==> src/rtl/axi_cdc_dst_chan.sv <==
// Destination (reader) half of one AXI channel's gray-pointer CDC FIFO.
// Synchronizes the write pointer, reads the entry at the read pointer and presents it on valid/ready.
module axi_cdc_dst_chan #(
    parameter int unsigned DataWidth  = 32,
    parameter int unsigned LogDepth   = 1,
    parameter int unsigned SyncStages = 2
) (
    input  logic                               dst_clk_i,
    input  logic                               dst_rst_i,
    input  logic [(2**LogDepth)*DataWidth-1:0] async_data_i,
    input  logic [LogDepth:0]                  async_wptr_i,
    output logic [LogDepth:0]                  async_rptr_o,
    output logic [DataWidth-1:0]               dst_data_o,
    output logic                               dst_valid_o,
    input  logic                               dst_ready_i,
    output logic [LogDepth:0]                  occupancy_o
);
    localparam int unsigned Depth = 2**LogDepth;
    typedef logic [LogDepth:0] ptr_t;

    ptr_t                 wptr_sync_q [SyncStages];
    ptr_t                 wptr_sync_gray;
    ptr_t                 wptr_sync_bin;
    ptr_t                 rptr_bin;
    ptr_t                 rptr_gray;
    ptr_t                 rptr_bin_next;
    logic [DataWidth-1:0] entries [Depth];
    logic                 fifo_empty;
    logic                 load;

    function automatic ptr_t gray2bin(input ptr_t gray);
        ptr_t bin;
        bin[LogDepth] = gray[LogDepth];
        for (int i = int'(LogDepth) - 1; i >= 0; i--) begin
            bin[i] = bin[i+1] ^ gray[i];
        end
        return bin;
    endfunction

    // Plain flop chain; nothing may sit between stages or the gray property is lost.
    always_ff @(posedge dst_clk_i or posedge dst_rst_i) begin
        if (dst_rst_i) begin
            for (int i = 0; i < int'(SyncStages); i++) begin
                wptr_sync_q[i] <= '0;
            end
        end else begin
            wptr_sync_q[0] <= async_wptr_i;
            for (int i = 1; i < int'(SyncStages); i++) begin
                wptr_sync_q[i] <= wptr_sync_q[i-1];
            end
        end
    end

    assign wptr_sync_gray = wptr_sync_q[SyncStages-1];
    assign wptr_sync_bin  = gray2bin(wptr_sync_gray);

    for (genvar k = 0; k < int'(Depth); k++) begin : g_entry
        assign entries[k] = async_data_i[k*DataWidth +: DataWidth];
    end

    assign fifo_empty    = (wptr_sync_gray == rptr_gray);
    assign load          = !fifo_empty && (!dst_valid_o || dst_ready_i);
    assign rptr_bin_next = rptr_bin + ptr_t'(1);

    // Gray copy is its own register so the returned pointer leaves straight from a flop.
    always_ff @(posedge dst_clk_i or posedge dst_rst_i) begin
        if (dst_rst_i) begin
            rptr_bin    <= '0;
            rptr_gray   <= '0;
            dst_valid_o <= 1'b0;
            dst_data_o  <= '0;
        end else if (load) begin
            rptr_bin    <= rptr_bin_next;
            rptr_gray   <= rptr_bin_next ^ (rptr_bin_next >> 1);
            dst_valid_o <= 1'b1;
            dst_data_o  <= entries[rptr_bin[LogDepth-1:0]];
        end else if (dst_valid_o && dst_ready_i) begin
            dst_valid_o <= 1'b0;
        end
    end

    assign async_rptr_o = rptr_gray;
    assign occupancy_o  = wptr_sync_bin - rptr_bin;

`ifndef SYNTHESIS
    assert property (@(posedge dst_clk_i) disable iff (dst_rst_i)
        $countones(wptr_sync_gray ^ $past(wptr_sync_gray)) <= 1)
        else $error("wptr_sync_gray changed by more than one bit");
    assert property (@(posedge dst_clk_i) disable iff (dst_rst_i)
        occupancy_o <= ptr_t'(Depth))
        else $error("occupancy above depth");
    assert property (@(posedge dst_clk_i) disable iff (dst_rst_i)
        !$isunknown(dst_valid_o))
        else $error("dst_valid_o unknown");
`endif

endmodule

==> config.mk <==
export PLATFORM = sky130hd
export DESIGN_NAME = axi_cdc_dst_chan
export DESIGN_NICKNAME = d
export VERILOG_FILES = /design/src/rtl/axi_cdc_dst_chan.sv
export SDC_FILE = /design/constraint.sdc
export NUM_CORES = 1
export LEC_CHECK = 0
export ABC_AREA = 0
export CORE_ASPECT_RATIO = 0.5
export CORE_MARGIN = 8
export CORE_UTILIZATION = 65
export CTS_CLUSTER_DIAMETER = 150
export DETAILED_ROUTE_END_ITERATION = 10
export DONT_BUFFER_PORTS = 1
export PLACE_DENSITY = 0.92
export SYNTH_ARGS = -nofsm -noshare
export SYNTH_HDL_FRONTEND = slang
export SYNTH_SLANG_ARGS = --single-unit
==> constraint.sdc <==
create_clock -name dst_clk_i -period 3.2 [get_ports dst_clk_i]
set_input_delay 0.8 -clock dst_clk_i [delete_from_list [all_inputs] [get_ports dst_clk_i]]
set_output_delay 0.8 -clock dst_clk_i [all_outputs]
set_load 0.02 [all_outputs]
==> summary.txt <==
# port buffers -> 0
Total Die Area -> 0.005305 sq mm
clock buffer count from CTS -> 5
post-synthesis cell area -> 0.002044 sq mm
crit start category -> flip-flop
Yosys warnings -> 0
initial antenna violation count -> 0
final wirelength -> 3857 microns
Period Utilization, post-route -> 73.33%
maximum operating frequency -> 426.1 MHz
post-cts resize count -> 0
Hold Path Class -> reg -> reg
Crit Path Class -> reg -> out
synthesis-to-finish area growth -> 3.978%
clock group share of total power -> 13.2%
syn_nets -> 199
GRT Total Usage -> 13.99%
DRT iter0 DRCs -> 6
Cells after DPL -> 163
Slew Limit Headroom -> 59.81%
H-tree depth -> 2
outcome -> completed
Initial Util -> 68.25%
Vias/cell -> 5.784
compound-gate portion of the synthesized area -> 0.7344%
reg2reg start -> rptr_bin[1]$_DFFE_PP0P_
r2r worst-path depth -> 4
largest family of logic cells by synthesized area -> multiplexers
first-pass GRT wire length -> 5796 microns
share of cells above drive strength 1 -> 57.25%
Syn Inst Count -> 129
Reg clk slew, reported paths -> 80 ps
Worst setup EP type -> output port
Max clock buf depth -> 2
GRT Max-Usage Layer -> met2
Seq/Total Area, Yosys -> 48.96%
drc violations -> 0
crit-path max FO -> 4
# IOs -> 106
Final Skew -> 9.637 ps
PD cells -> 1199 mW/mm^2
layout net count -> 200
TNS Setup -> 0 ps
Synth top area share -> 48.96%
grt ovf -> 0
Min Clock Period, post-route -> 2347 ps
die span in x -> 95.32 microns
combinational power share -> 38.7%
setup bufs post-CTS -> 0
vias after detailed routing -> 989
clk_lat worst skew -> 280 ps
maximum vdd drop -> 0.7222 mV
area of the core -> 0.002995 sq mm
CP max-delay cell -> dfrtp_1
worst path required time -> 2400 ps
Yosys top cell by area -> dfrtp_1
Die Y -> 55.66 microns
dpl hpwl -> 2977 microns
reg-to-reg slack, setup -> 1110 ps
most area-consuming cells after synthesis -> dfrtp_1, mux2_4, mux2_2
Mean Syn Cell Area -> 15.85 sq um
gpl congestion -> 0.7425
ant diodes -> 0
largest net degree at the start of global routing -> 35
final setup vio count -> 0
CP peak stage delay -> 560 ps
wire per inst -> 22.56 microns
Setup crit end -> occupancy_o[1]
FP Rows -> 14
reg2reg end -> dst_data_o[22]$_DFFE_PP0P_
CTS tree -> yes
synth unique cells -> 19
routing usage on met1 -> 14.90%
Hold-fix buffers, CTS -> 0
Max-cap violations -> 0
Slew Viols, Final -> 0
root buf cell -> clkbuf_8
Leakage -> 0.9578 nW
# fillers -> 188
worst path cell trace -> xor2_2, xor2_1
endpoints failing hold -> 0
sequential share of power -> 48.1%
non-filler cells, final -> 171
Post-Synth Adder-Cell Area -> 0.6120%
DRT antenna net count -> 0
Clock Sinks -> 40
Switching Fraction -> 39.43%
DRT Pass-1 Iters -> 2
internal power -> 1.544 mW
Synth Area in XOR/XNOR -> 2.938%
M2 GR Usage -> 24.63%
Synth Register Bits -> 40
Critical path origin -> rptr_bin[1]$_DFFE_PP0P_
vias in the first global route -> 1139
switching power -> 1.005 mW
Critical Path AT -> 1550 ps
Tightest Pin Transition -> 602.1 ps
simple-gate area share of the yosys netlist -> 0.6732%
mux cell area share after synthesis -> 40.88%
unrepaired setup endpoints after global routing -> no
GRT met3 Usage -> 6.191%
-- how the worst min path moves through the flow --
stage,from,endpoint,slack [ps],cells after the start
after floorplan,wptr_sync_q[2]$_DFF_PP0_,wptr_sync_gray[0]$_DFF_PP0_,330,0
after global placement,wptr_sync_q[3]$_DFF_PP0_,wptr_sync_gray[1]$_DFF_PP0_,330,0
after detailed placement,wptr_sync_q[2]$_DFF_PP0_,wptr_sync_gray[0]$_DFF_PP0_,340,0
after CTS,wptr_sync_q[2]$_DFF_PP0_,wptr_sync_gray[0]$_DFF_PP0_,360,0
after global routing,wptr_sync_q[2]$_DFF_PP0_,wptr_sync_gray[0]$_DFF_PP0_,370,0
final,wptr_sync_q[3]$_DFF_PP0_,wptr_sync_gray[1]$_DFF_PP0_,360,0
-- cell usage in the layout, fill, tap and decap left out --
master	instances
buf_4	2
nand2_1	1
o21a_2	1
clkbuf_8	6
xor2_1	3
buf_12	1
nand2b_1	1
clkbuf_1	2
mux2_4	28
mux2i_1	1
nor2_1	1
ha_1	1
o211ai_1	1
xnor2_1	2
xor2_2	1
dfrtp_1	40
inv_1	3
mux2_2	36
-- state kept, by name, summed over array words and instances, names as in the netlist --
| signal | cells |
|---|---|
| dst_data_o | 32 |
| rptr_bin | 2 |
| wptr_sync_gray | 2 |
| wptr_sync_q | 2 |
| async_rptr_o | 1 |
| dst_valid_o | 1 |
-- stage by stage --
step	hold slack (ps)	instance area (sq um)	total power, mW	worst slack (ps)	utilization, %
finish	359.7	2126	2.549	853.3	70.97
global route	367.8	2126	2.683	779.4	70.97
CTS	357.8	2126	2.582	828.7	70.97
detailed placement	340.4	2036	2.241	1007	67.96
global placement	331.8	2036	2.198	1061	67.96
floorplan	331.2	2044	2.141	1321	-
-- power groups by stage --
stage	clock network, mW	logic [mW]	registers, mW
global route	0.373	1.05	1.26
global placement	0	0.962	1.24
floorplan	0	0.986	1.16
CTS	0.344	1.00	1.24
detailed placement	0	1.00	1.24
finish	0.336	0.987	1.23
-- routing by layer --
metal | part of all wire, % | wire (microns)
met3 | 9.9 | 382
met5 | 0 | 0
met2 | 51 | 1950
met4 | 0.49 | 19
met1 | 39 | 1504
-- cell type report --
class	instances	area, sq um	share of cell area [%]
sequential	40	1001	47.09
multi-input combinational	77	938.4	44.14
inverter	3	11.26	0.5297
tap	40	50.05	2.354
timing repair buffer	3	35.03	1.648
clock buffer	8	90.09	4.238
-- critical path, delay by kind of cell (launching register included) --
family                    cells  cell delay [ps]
xor gates and xnor gates      2              700
DFF                           1              560
-- Yosys cell counts, drive strengths merged --
cell type  number
clkbuf          3
mux2i           1
mux2           64
inv             3
xnor2           2
o211ai          1
buf             6
nand2           1
nand2b          1
nor2            1
xor2            4
dfrtp          40
ha              1
o21a            1
-- cell families after synthesis --
logic type | after synthesis
mux | 65
flops | 40
buf+inv | 12
xor+xnor | 6
simple gates | 3
compound gates | 2
fa+ha+maj | 1
No activity file was read; power rests on OpenSTA's default activity.
